## src/rtl/core_pkg.sv

```systemverilog
// Shared types and constants for the core pipeline control logic.
package core_pkg;

  typedef enum logic [1:0] {
    BOOT     = 2'd0,
    RUN      = 2'd1,
    MDU_WAIT = 2'd2
  } hz_state_t;

  localparam logic [1:0] FWD_RF = 2'b00;
  localparam logic [1:0] FWD_M  = 2'b10;
  localparam logic [1:0] FWD_W  = 2'b01;

  typedef struct packed {
    logic stall_f;
    logic stall_d;
    logic stall_e;
    logic stall_m;
    logic flush_d;
    logic flush_e;
    logic flush_m;
    logic flush_w;
  } hz_ctl_t;

  localparam hz_ctl_t CTL_NONE = 8'b0000_0000;
  localparam hz_ctl_t CTL_BOOT = 8'b0000_1111;
  localparam hz_ctl_t CTL_MEMW = 8'b1111_0001;
  localparam hz_ctl_t CTL_BR   = 8'b0000_1100;
  localparam hz_ctl_t CTL_MDU  = 8'b1110_0010;
  localparam hz_ctl_t CTL_LU   = 8'b1100_0100;

  function automatic logic ctl_any_stall(input hz_ctl_t c);
    return c.stall_f | c.stall_d | c.stall_e | c.stall_m;
  endfunction

endpackage

```

## src/rtl/hazard_fwd_unit.sv

```systemverilog
// Forwarding select for one E-stage source operand; M result wins over W.
module hazard_fwd_unit
  import core_pkg::*;
#(
  parameter int REG_AW = 5
) (
  input  logic              en,
  input  logic [REG_AW-1:0] rs_e,
  input  logic [REG_AW-1:0] rd_m,
  input  logic              reg_write_m,
  input  logic [REG_AW-1:0] rd_w,
  input  logic              reg_write_w,
  output logic [1:0]        fwd_sel
);

  logic hit_m;
  logic hit_w;

  // x0 is hardwired zero, so it can never be a forwarding source.
  assign hit_m = reg_write_m && (rd_m != '0) && (rd_m == rs_e);
  assign hit_w = reg_write_w && (rd_w != '0) && (rd_w == rs_e);

  always_comb begin
    fwd_sel = FWD_RF;
    if (en) begin
      if (hit_m)      fwd_sel = FWD_M;
      else if (hit_w) fwd_sel = FWD_W;
    end
  end

endmodule

```

## src/rtl/hazard_ctrl.sv

```systemverilog
// Pipeline stall/flush control: boot flush, load-use, branch redirect,
// multi-cycle MDU sequencing, memory wait states and E-stage forwarding.
module hazard_ctrl
  import core_pkg::*;
#(
  parameter int BOOT_FLUSH = 4,
  parameter int REG_AW     = 5,
  parameter int CNT_W      = 32
) (
  input  logic              clk,
  input  logic              rst,
  input  logic [REG_AW-1:0] rs1_d,
  input  logic [REG_AW-1:0] rs2_d,
  input  logic [REG_AW-1:0] rs1_e,
  input  logic [REG_AW-1:0] rs2_e,
  input  logic [REG_AW-1:0] rd_e,
  input  logic              mem_read_e,
  input  logic [REG_AW-1:0] rd_m,
  input  logic [REG_AW-1:0] rd_w,
  input  logic              reg_write_m,
  input  logic              reg_write_w,
  input  logic              branch_taken_e,
  input  logic              mdu_start_e,
  input  logic              mdu_done,
  input  logic              mem_wait,
  output logic              stall_f,
  output logic              stall_d,
  output logic              stall_e,
  output logic              stall_m,
  output logic              flush_d,
  output logic              flush_e,
  output logic              flush_m,
  output logic              flush_w,
  output logic [1:0]        fwd_a_e,
  output logic [1:0]        fwd_b_e,
  output logic [CNT_W-1:0]  stall_cnt,
  output hz_state_t         dbg_state
);

  localparam int BCW = (BOOT_FLUSH > 1) ? $clog2(BOOT_FLUSH) : 1;
  localparam logic [BCW-1:0] BOOT_INIT = BCW'(BOOT_FLUSH - 1);

  hz_state_t       state_q, state_d;
  logic [BCW-1:0]  boot_q, boot_d;
  logic [CNT_W-1:0] cnt_q, cnt_d;
  hz_ctl_t         ctl;
  logic            load_use;

  assign load_use = mem_read_e && (rd_e != '0) && ((rd_e == rs1_d) || (rd_e == rs2_d));

  always_comb begin
    ctl     = CTL_NONE;
    state_d = state_q;
    boot_d  = boot_q;
    case (state_q)
      BOOT: begin
        ctl = CTL_BOOT;
        if (boot_q == '0) state_d = RUN;
        else              boot_d  = boot_q - BCW'(1);
      end
      RUN: begin
        if (mem_wait)            ctl = CTL_MEMW;
        else if (branch_taken_e) ctl = CTL_BR;
        else if (mdu_start_e && !mdu_done) begin
          ctl     = CTL_MDU;
          state_d = MDU_WAIT;
        end
        else if (load_use)       ctl = CTL_LU;
      end
      MDU_WAIT: begin
        // The done cycle releases the stall so E advances with the result.
        if (mem_wait)       ctl = CTL_MEMW;
        else if (!mdu_done) ctl = CTL_MDU;
        if (mdu_done) state_d = RUN;
      end
      default: state_d = BOOT;
    endcase
  end

  always_comb begin
    cnt_d = cnt_q;
    if (ctl_any_stall(ctl) && (cnt_q != '1)) cnt_d = cnt_q + CNT_W'(1);
  end

  always_ff @(posedge clk) begin
    if (rst) begin
      state_q <= BOOT;
      boot_q  <= BOOT_INIT;
      cnt_q   <= '0;
    end else begin
      state_q <= state_d;
      boot_q  <= boot_d;
      cnt_q   <= cnt_d;
    end
  end

  hazard_fwd_unit #(.REG_AW(REG_AW)) u_fwd_a (
    .en          (state_q != BOOT),
    .rs_e        (rs1_e),
    .rd_m        (rd_m),
    .reg_write_m (reg_write_m),
    .rd_w        (rd_w),
    .reg_write_w (reg_write_w),
    .fwd_sel     (fwd_a_e)
  );

  hazard_fwd_unit #(.REG_AW(REG_AW)) u_fwd_b (
    .en          (state_q != BOOT),
    .rs_e        (rs2_e),
    .rd_m        (rd_m),
    .reg_write_m (reg_write_m),
    .rd_w        (rd_w),
    .reg_write_w (reg_write_w),
    .fwd_sel     (fwd_b_e)
  );

  assign stall_f   = ctl.stall_f;
  assign stall_d   = ctl.stall_d;
  assign stall_e   = ctl.stall_e;
  assign stall_m   = ctl.stall_m;
  assign flush_d   = ctl.flush_d;
  assign flush_e   = ctl.flush_e;
  assign flush_m   = ctl.flush_m;
  assign flush_w   = ctl.flush_w;
  assign stall_cnt = cnt_q;
  assign dbg_state = state_q;

endmodule

```

## config.mk

```make
export PLATFORM = sky130hd
export DESIGN_NAME = hazard_ctrl
export DESIGN_NICKNAME = d
export VERILOG_FILES = /design/src/rtl/core_pkg.sv /design/src/rtl/hazard_fwd_unit.sv /design/src/rtl/hazard_ctrl.sv
export SDC_FILE = /design/constraint.sdc
export NUM_CORES = 1
export LEC_CHECK = 0
export CAP_MARGIN = 20
export CORE_MARGIN = 2
export CORE_UTILIZATION = 45
export DETAILED_ROUTE_END_ITERATION = 6
export GPL_ROUTABILITY_DRIVEN = 0
export GPL_TIMING_DRIVEN = 1
export HOLD_SLACK_MARGIN = 0.08
export PLACE_DENSITY = 0.89
export SKIP_CTS_REPAIR_TIMING = 1
export SLEW_MARGIN = 20
export SYNTH_ARGS = -nofsm -noshare
export SYNTH_HDL_FRONTEND = slang
export SYNTH_SLANG_ARGS = --single-unit
```

## constraint.sdc

```tcl
create_clock -name clk -period 2.7 [get_ports clk]
set_input_delay 0.54 -clock clk [delete_from_list [all_inputs] [get_ports clk]]
set_output_delay 0.54 -clock clk [all_outputs]
set_load 0.02 [all_outputs]
```

# Word level (Yosys, flattened, before mapping)
# Cells that the tools add are included.
[word_totals]
register_bits = 36
latchBits = 0
ram_bits = 0
romBits = 0
input_bits = 44
output_inout_bits = 46
wordCells = 62
memories = 0
[classes]
add_sub_neg = 2
multipliers = 0
n_div = 0
order_cmp = 0
n_eq_ne = 14
shift = 0
mux = 19
bitwise = 4
n_reduce_logical = 20
[ops]
columns = ["op", "count"]
rows = [
  ["8-bit two-way mux", 6],
  ["32-bit by 1-bit adder with 32-bit output, second input constant", 1],
  ["32-bit inequality test, second input constant", 1],
  ["5-bit equality test", 6],
  ["8-bit case mux with 3 select lines", 1],
  ["2-bit two-way mux", 9],
  ["5-bit nonzero test", 3],
  ["1-bit logical AND", 10],
  ["2-bit inequality test, second input constant", 5],
  ["2-bit case mux with 3 select lines", 1],
  ["5-bit AND reduction", 1],
  ["2-bit logical NOT", 2],
  ["1-bit bitwise OR", 3],
  ["2-bit by 1-bit equality test with 1-bit output, second input constant", 1],
  ["2-bit equality test, second input constant", 1],
  ["1-bit two-way mux", 2],
  ["2-bit AND reduction", 1],
  ["2-bit nonzero test", 1],
  ["2-bit by 1-bit subtractor with 2-bit output, second input constant", 1],
  ["1-bit logical NOT", 1],
  ["1-bit logical OR", 1],
  ["1-bit inverter", 1],
]

# Depth between registers and ports, before layout
# Gate-level depths: netlist (run 1).
[depth]
word_depth = 12
depth_mapped = 9
mapped_depth_nobuf = 6

# Hierarchy
# A second synthesis (run 1) with hierarchy kept.
[unflattened]
cells_unflattened = 320
hier_area_um2 = 2519.9
[modules_own_cells]
columns = ["mod", "n_inst", "cells_per_inst", "area_each_um2", "seq_area_each_um2"]
rows = [
  ["hazard_ctrl", 1, 278, 2217.1, 720.7],
  ["hazard_fwd_unit", 2, 21, 151.4, 0.0],
]

# Worst setup path after synthesis (run 1)
# OpenSTA, ideal clock, no wires.
[synth_timing]
kind = "input to output"
start = "in rd_m[0]"
end = "out fwd_a_e[0]"
arrival_ps = 2176
t_required_ps = 2160
setup_slack_ps = -16
path_stages = 4
n_path_buf = 0
cell_sequence = "or4_1 > o21ai_0 > nor3_1 > nor4_1"
[synth_via]
elab_chain_len = 5
elab_cells_between_ends = 6
classes_between = "eq/ne (1); mux (2); reduce/logical (3)"
[synth_rtl]
columns = ["element", "line", "rtl"]
rows = [
  ["from (decl)", "hazard_ctrl.sv:18", "input logic [REG_AW-1:0] rd_m,"],
  ["5-bit nonzero test", "hazard_fwd_unit.sv:20", "assign hit_m = reg_write_m && (rd_m != '0) && (rd_m == rs_e);"],
  ["1-bit logical AND", "hazard_fwd_unit.sv:20", ""],
  ["1-bit logical AND *", "hazard_fwd_unit.sv:20", ""],
  ["2-bit two-way mux *", "hazard_fwd_unit.sv:26", "if (hit_m) fwd_sel = FWD_M;"],
  ["2-bit two-way mux *", "hazard_fwd_unit.sv:25", "if (en) begin"],
  ["to (decl)", "hazard_ctrl.sv:34", "output logic [1:0] fwd_a_e,"],
]
# Mark *: on every way between the ends. The rest lies on a longest branch, timed or not.

# Final worst setup path (run 1)
[layout_timing]
start = "in rs2_e[1]"
end = "out fwd_b_e[0]"
[layout_via]
elab_chain_len = 5
elab_cells_between_ends = 7
classes_between = "eq/ne (2); mux (3); reduce/logical (2)"
[layout_rtl]
columns = ["element", "line", "rtl"]
rows = [
  ["from (decl)", "hazard_ctrl.sv:15", "input logic [REG_AW-1:0] rs2_e,"],
  ["5-bit equality test", "hazard_fwd_unit.sv:21", "assign hit_w = reg_write_w && (rd_w != '0) && (rd_w == rs_e);"],
  ["1-bit logical AND", "hazard_fwd_unit.sv:21", ""],
  ["1-bit two-way mux", "hazard_fwd_unit.sv:27", "else if (hit_w) fwd_sel = FWD_W;"],
  ["2-bit two-way mux *", "hazard_fwd_unit.sv:26", ""],
  ["2-bit two-way mux *", "hazard_fwd_unit.sv:25", ""],
  ["to (decl)", "hazard_ctrl.sv:35", "output logic [1:0] fwd_b_e,"],
]
# Marked as above.

==> reports/summary.txt, run 1 <==
Clock Latency Late Sink = 300 ps
Vias post-DR = 2680
CP Launch Type = input pin
Gr usage total = 0.232
Data arrival time of the critical path = 2120 ps
Required time of the critical path = 2160 ps
Filler cell count = 381
DRT antenna net count = 0
R2R depth = 9
N_diodes = 0
Num CTS Buffers = 5
Footprint of the multi-input gates = 1620 sq um
Critical path, cell by cell = clkdlybuf4s50_1 > xor2_1 > or4_4 > nor4_4 > buf_4
Async SR Flop Fraction = 0
Max Root-Sink Buffers = 2
Initial Util = 0.465
Largest net degree at the start of global routing = 27
Area delta synth->final = 60.9%
Via/cell ratio = 5.47
Drt total wl = 7110 um
Period utilization = 0.986
FF/Latch Area = 721 sq um
Sequential area share after synthesis = 0.303
Worst IR Drop VDD = 0.323 mV
RSZ-0062 raised after global routing = no
FF-to-FF setup slack = 320 ps
Initial DRT Pass Iterations = 4
Clock sinks = 36
CP Class = input pin to output port
Synthesized area = 2370 sq um
CP peak stage delay = 510 ps
Switching Fraction = 0.276
Max Clock Freq = 375 MHz
Total of max-cap violations = 0
CTS tree = yes
Syn Nets = 341
Leakage = 1.52 nW
Synthesis-stage register bit count = 36
Library cells used by synthesis = 52
Post-synth EDFFs = 0
Pwr/cell area = 371 nW/um^2
Clock power share = 0.334
Die Ht = 76.6 um
Synth Flop Type = dfxtp_1
Run status = complete, no violations
H-tree levels = 2
PortBufs = 89
Warnings from Yosys = 0
Min-Delay Path Class = flip-flop to flip-flop
Worst setup EP type = output port
Routed len/inst = 14.5 um
Post-DP HPWL = 5310 um
Layout cells sized above 1 = 0.183
Initial antenna violation count = 0
First-pass GRT wire length = 11200 um
Design Area, Final = 3820 sq um
Sequential Power Share = 0.391
Cells after Synth = 295
Core box area = 5110 sq um
Final Hold Fails = 0
Post-Syn Area per Cell = 8.05 sq um
Psw = 0.391 mW
Worst-path clk slew = 70 ps
Hold path cells = 1
GRT overflow = 0
Most frequent cells in the layout = 66 x clkdlybuf4s50_1, 41 x buf_4, 36 x dfxtp_1, 32 x a21oi_1
Commonest non-fill, non-tap cell in the layout = clkdlybuf4s50_1
Reg-to-reg critical path endpoint = stall_cnt[5]
Int Pwr = 1.03 mW
Worst R2R Start = dbg_state[1]
Crit-path slowest cell = or4_4
Cell row count = 26
Worst Max-Slew Pin Slew = 700 ps
Fin crit period = 2660 ps
Starting DRT DRC Count = 160
Total power = 1.42 mW
Die ar. = 5870 sq um
Die X = 76.6 um
Root Driver = clkbuf_8
Layout Skew = 11.9 ps
Hold EP = boot_q[1]
Worst-path maximum fanout = 2
Comb power frac = 0.275
Endpoints failing setup = 0
Final nets = 465
Vias in the first global route = 2612
I/O Pins = 90
Drt drc = 0
Slew Viols, Final = 0
Hold Crit Start = boot_q[1]
Worst slew margin = 0.532
Placed Area = 3600 sq um
Yosys cell counts, types with 3 or more instances:
| master | number | area (sq um) |
|---|---|---|
| nand3_1 | 15 | 75.1 |
| nor2_1 | 13 | 48.8 |
| nand2_1 | 19 | 71.3 |
| and4_1 | 5 | 43.8 |
| nand2b_1 | 3 | 18.8 |
| nand4_1 | 9 | 56.3 |
| nor2b_1 | 4 | 25.0 |
| buf_2 | 4 | 20.0 |
| dfxtp_1 | 36 | 721 |
| inv_1 | 6 | 22.5 |
| clkbuf_1 | 3 | 11.3 |
| nor3_1 | 4 | 20.0 |
| or4_1 | 7 | 52.6 |
| a21oi_1 | 32 | 160 |
| o21ai_0 | 28 | 140 |
| xnor2_1 | 22 | 193 |
| nor4_1 | 4 | 25.0 |
| xor2_1 | 11 | 96.3 |
| or3_1 | 27 | 169 |
| and2_1 | 4 | 25.0 |
worst max-delay path by stage:
stage,startpoint,to,slack (ps),cells past startpoint
after floorplan,rd_e[1],stall_f,130,7
after global placement,rd_m[0],fwd_b_e[0],-640,6
after detailed placement,rd_m[3],fwd_a_e[0],-780,6
after CTS,rd_m[3],fwd_b_e[0],-770,6
after global routing,mem_wait,stall_cnt[7],5,9
final,rs2_e[1],fwd_b_e[0],40,5
worst max-delay path, delay by kind of cell:
kind	cells	cell delay (ps)
xor gates and xnor gates	1	170
buffers and inverters	2	630
and+or+nand+nor	2	790
flip-flops by register name, indices dropped and copies added, names as in the netlist:
signal	flops
dbg_state	2
boot_q	2
stall_cnt	32
layer usage:
layer | global-route usage | share of wire | vias up
met4 | 0.0691 | 0.019 | 0
met1 | 0.242 | 0.39 | 1257
met3 | 0.0569 | 0.042 | 15
met2 | 0.452 | 0.55 | 78
met5 | 0 | 0 | -
li1 | - | - | 1330
power by group through the flow:
stage	clock, mW	sequential, mW	combinational [mW]
after floorplan	0	0.568	0.182
after global placement	0	0.565	0.363
after detailed placement	0	0.566	0.378
after CTS	0.471	0.554	0.379
after global routing	0.497	0.555	0.422
final	0.473	0.554	0.390
through the flow:
stage,worst slack [ps],instances,util,hold WS (ps),TNS (ps)
after global placement,-636,481,0.706,443,-4060
after CTS,-773,489,0.727,472,-4200
after global routing,4.85,490,0.748,500,0
final,36.7,490,0.748,469,0
after floorplan,127,295,-,435,0
after detailed placement,-778,481,0.706,456,-5690
cell families after synthesis:
family | share of synthesized area
flip-flops | 0.303
buffers and inverters | 0.0427
adder cells (fa/ha/maj) | 0.0148
XOR/XNOR | 0.122
AND/OR/NAND/NOR | 0.319
AO/OA/AOI/OAI | 0.184
multiplexers | 0.0137
layout make-up:
cell class,count,area share
Inverter,7,0.00688
Clock buffer,6,0.0190
Tap cell,70,0.0229
Multi-Input combinational cell,239,0.425
Sequential cell,36,0.189
Clock inverter,2,0.00917
Timing Repair Buffer,130,0.329
Power figures use the tool's default switching activity.
==> run 2: changes to the inputs <==
Settings changed: PLACE_DENSITY 0.89 to 0.86.
==> run 2 against run 1 <==
Compared with the run above: largest cell class unchanged; combinational power hardly changed; core utilization is 0.098 points lower; die area stayed put; the run now ends with setup timing left; register-to-register slack better by 130 ps; largest power group unchanged.
==> reports/summary.txt, run 2 (synthesized netlist as in run 1, its figures left out) <==
Run status = finished with violations (was complete, no violations)
Failing checks = setup timing
Switching Fraction = 0.272 (was 0.276)
Layout Skew = 7.84 ps (was 11.9 ps)
Clock sinks = 36 (unchanged)
Total power = 1.41 mW (was 1.42 mW)
DRT antenna net count = 0 (unchanged)
I/O Pins = 90 (unchanged)
Die Ht = 76.6 um (unchanged)
Vias post-DR = 2705 (was 2680)
Worst setup EP type = output port (unchanged)
Root Driver = clkbuf_8 (unchanged)
Via/cell ratio = 5.51 (was 5.47)
CP Class = input pin to output port (unchanged)
Layout cells sized above 1 = 0.188 (was 0.183)
Most frequent cells in the layout = 65 x clkdlybuf4s50_1, 42 x buf_4, 36 x dfxtp_1, 32 x a21oi_1 (was 66 x clkdlybuf4s50_1, 41 x buf_4, 36 x dfxtp_1, 32 x a21oi_1)
DR top layer = met4 (unchanged)
Initial antenna violation count = 0 (unchanged)
Met3 wire length = 282 um (was 297 um)
Routed length on met2 = 3950 um (was 3920 um)
CP Launch Type = input pin (unchanged)
Period utilization = 1.02 (was 0.986)
GRT overflow = 0 (unchanged)
Worst slew margin = 0.615 (was 0.532)
Die X = 76.6 um (unchanged)
Pwr/cell area = 370 nW/um^2 (was 371 nW/um^2)
Fin crit period = 2760 ps (was 2660 ps)
Gr usage total = 0.241 (was 0.232)
Max Clock Freq = 362 MHz (was 375 MHz)
Endpoints failing setup = 1 (was 0)
Worst-path maximum fanout = 3 (was 2)
Min-Delay Path Class = flip-flop to flip-flop (unchanged)
N_diodes = 0 (unchanged)
Largest net degree at the start of global routing = 28 (was 27)
Data arrival time of the critical path = 2220 ps (was 2120 ps)
Core box area = 5110 sq um (unchanged)
Area delta synth->final = 60.6% (was 60.9%)
Drt total wl = 7270 um (was 7110 um)
Design Area, Final = 3810 sq um (was 3820 sq um)
Placed Area = 3620 sq um (was 3600 sq um)
Final hold slack = 487 ps (was 469 ps)
Total of max-cap violations = 0 (unchanged)
Worst Max-Slew Pin Slew = 575 ps (was 700 ps)
First-pass GRT wire length = 11700 um (was 11200 um)
Final nets = 466 (was 465)
Required time of the critical path = 2160 ps (about the same)
Initial DRT Pass Iterations = 4 (unchanged)
Max Root-Sink Buffers = 2 (unchanged)
PortBufs = 89 (unchanged)
Psw = 0.383 mW (was 0.391 mW)
Int Pwr = 1.03 mW (about the same)
Sequential Power Share = 0.393 (was 0.391)
Worst-path clk slew = 60 ps (was 70 ps)
CTS tree = yes (unchanged)
Clock Latency Late Sink = 290 ps (was 300 ps)
Post-DP HPWL = 5430 um (was 5310 um)
Drt drc = 0 (unchanged)
PnR worst setup slack = -61.9 ps (was 36.7 ps)
Comb power frac = 0.275 (about the same)
RSZ-0062 raised after global routing = yes (was no)
Final Hold Fails = 0 (unchanged)
M1 WL = 2870 um (was 2770 um)
Vias in the first global route = 2583 (was 2612)
Routed len/inst = 14.8 um (was 14.5 um)
Starting DRT DRC Count = 112 (was 160)
Worst IR Drop VDD = 0.310 mV (was 0.323 mV)
Cell row count = 26 (unchanged)
Clock power share = 0.332 (was 0.334)
Num CTS Buffers = 5 (unchanged)
Initial Util = 0.465 (unchanged)
Commonest non-fill, non-tap cell in the layout = clkdlybuf4s50_1 (unchanged)
Max FFs per register = 32 (unchanged)
Slew Viols, Final = 0 (unchanged)
Leakage = 1.52 nW (about the same)
H-tree levels = 2 (unchanged)
Die ar. = 5870 sq um (unchanged)
Post-place setup slack = -711 ps (was -778 ps)
-- run 2: cell count changes in the layout (fill, tap and decap cells not counted), sizes merged --
cell           previous run  this run
buf                      43        46
clkbuf                    7         6
clkdlybuf4s50            66        65
-- run 2: area by class of cell --
| class | count | area [sq um] |
|---|---|---|
| timing repair buffer | 131 | 1270 |
| multi-input combinational | 239 | 1600 |
| clock inverter | 2 | 35.0 |
| fill | 387 | 1290 |
| inverter | 7 | 26.3 |
| clock buffer | 6 | 72.6 |
| sequential | 36 | 721 |
| tap | 70 | 87.6 |
-- run 2: worst paths after layout --
path	startpoint	to	slack, ps	cells after the start
max	rd_m[0]	fwd_a_e[0]	-60	6
min	boot_q[1]	boot_q[1]	490	1
max reg2reg	dbg_state[1]	stall_cnt[5]	450	9
min reg2reg	boot_q[1]	boot_q[1]	490	1
-- run 2: metal layers --
metal,GRT usage,vias to the layer above
li1,-,1330
met1,0.284,1280
met2,0.443,74
met3,0.0450,21
met4,0.0655,0
met5,0,-
-- run 2: stage by stage --
step           utilization  cells  setup TNS (ps)
6_report             0.747    491           -61.9
3_5_place_dp         0.708    481           -4600
5_1_grt              0.747    491           -89.8
3_3_place_gp         0.708    481           -3710
4_1_cts              0.729    489           -3870
2_1_floorplan            -    295               0
-- run 2: worst max-delay path: stages --
cell and delay [ps]:
clkdlybuf4s50_1 420, or4_4 440, o21ai_4 180, nor3_1 90, nor4_2 330, buf_2 220
-- run 2: power by group through the flow --
stage	Sequential (mW)	Combinational (mW)	Clock, mW
after detailed placement	0.566	0.380	0
after global placement	0.564	0.367	0
after floorplan	0.568	0.182	0
after CTS	0.554	0.382	0.472
after global routing	0.554	0.418	0.489
final	0.554	0.388	0.468
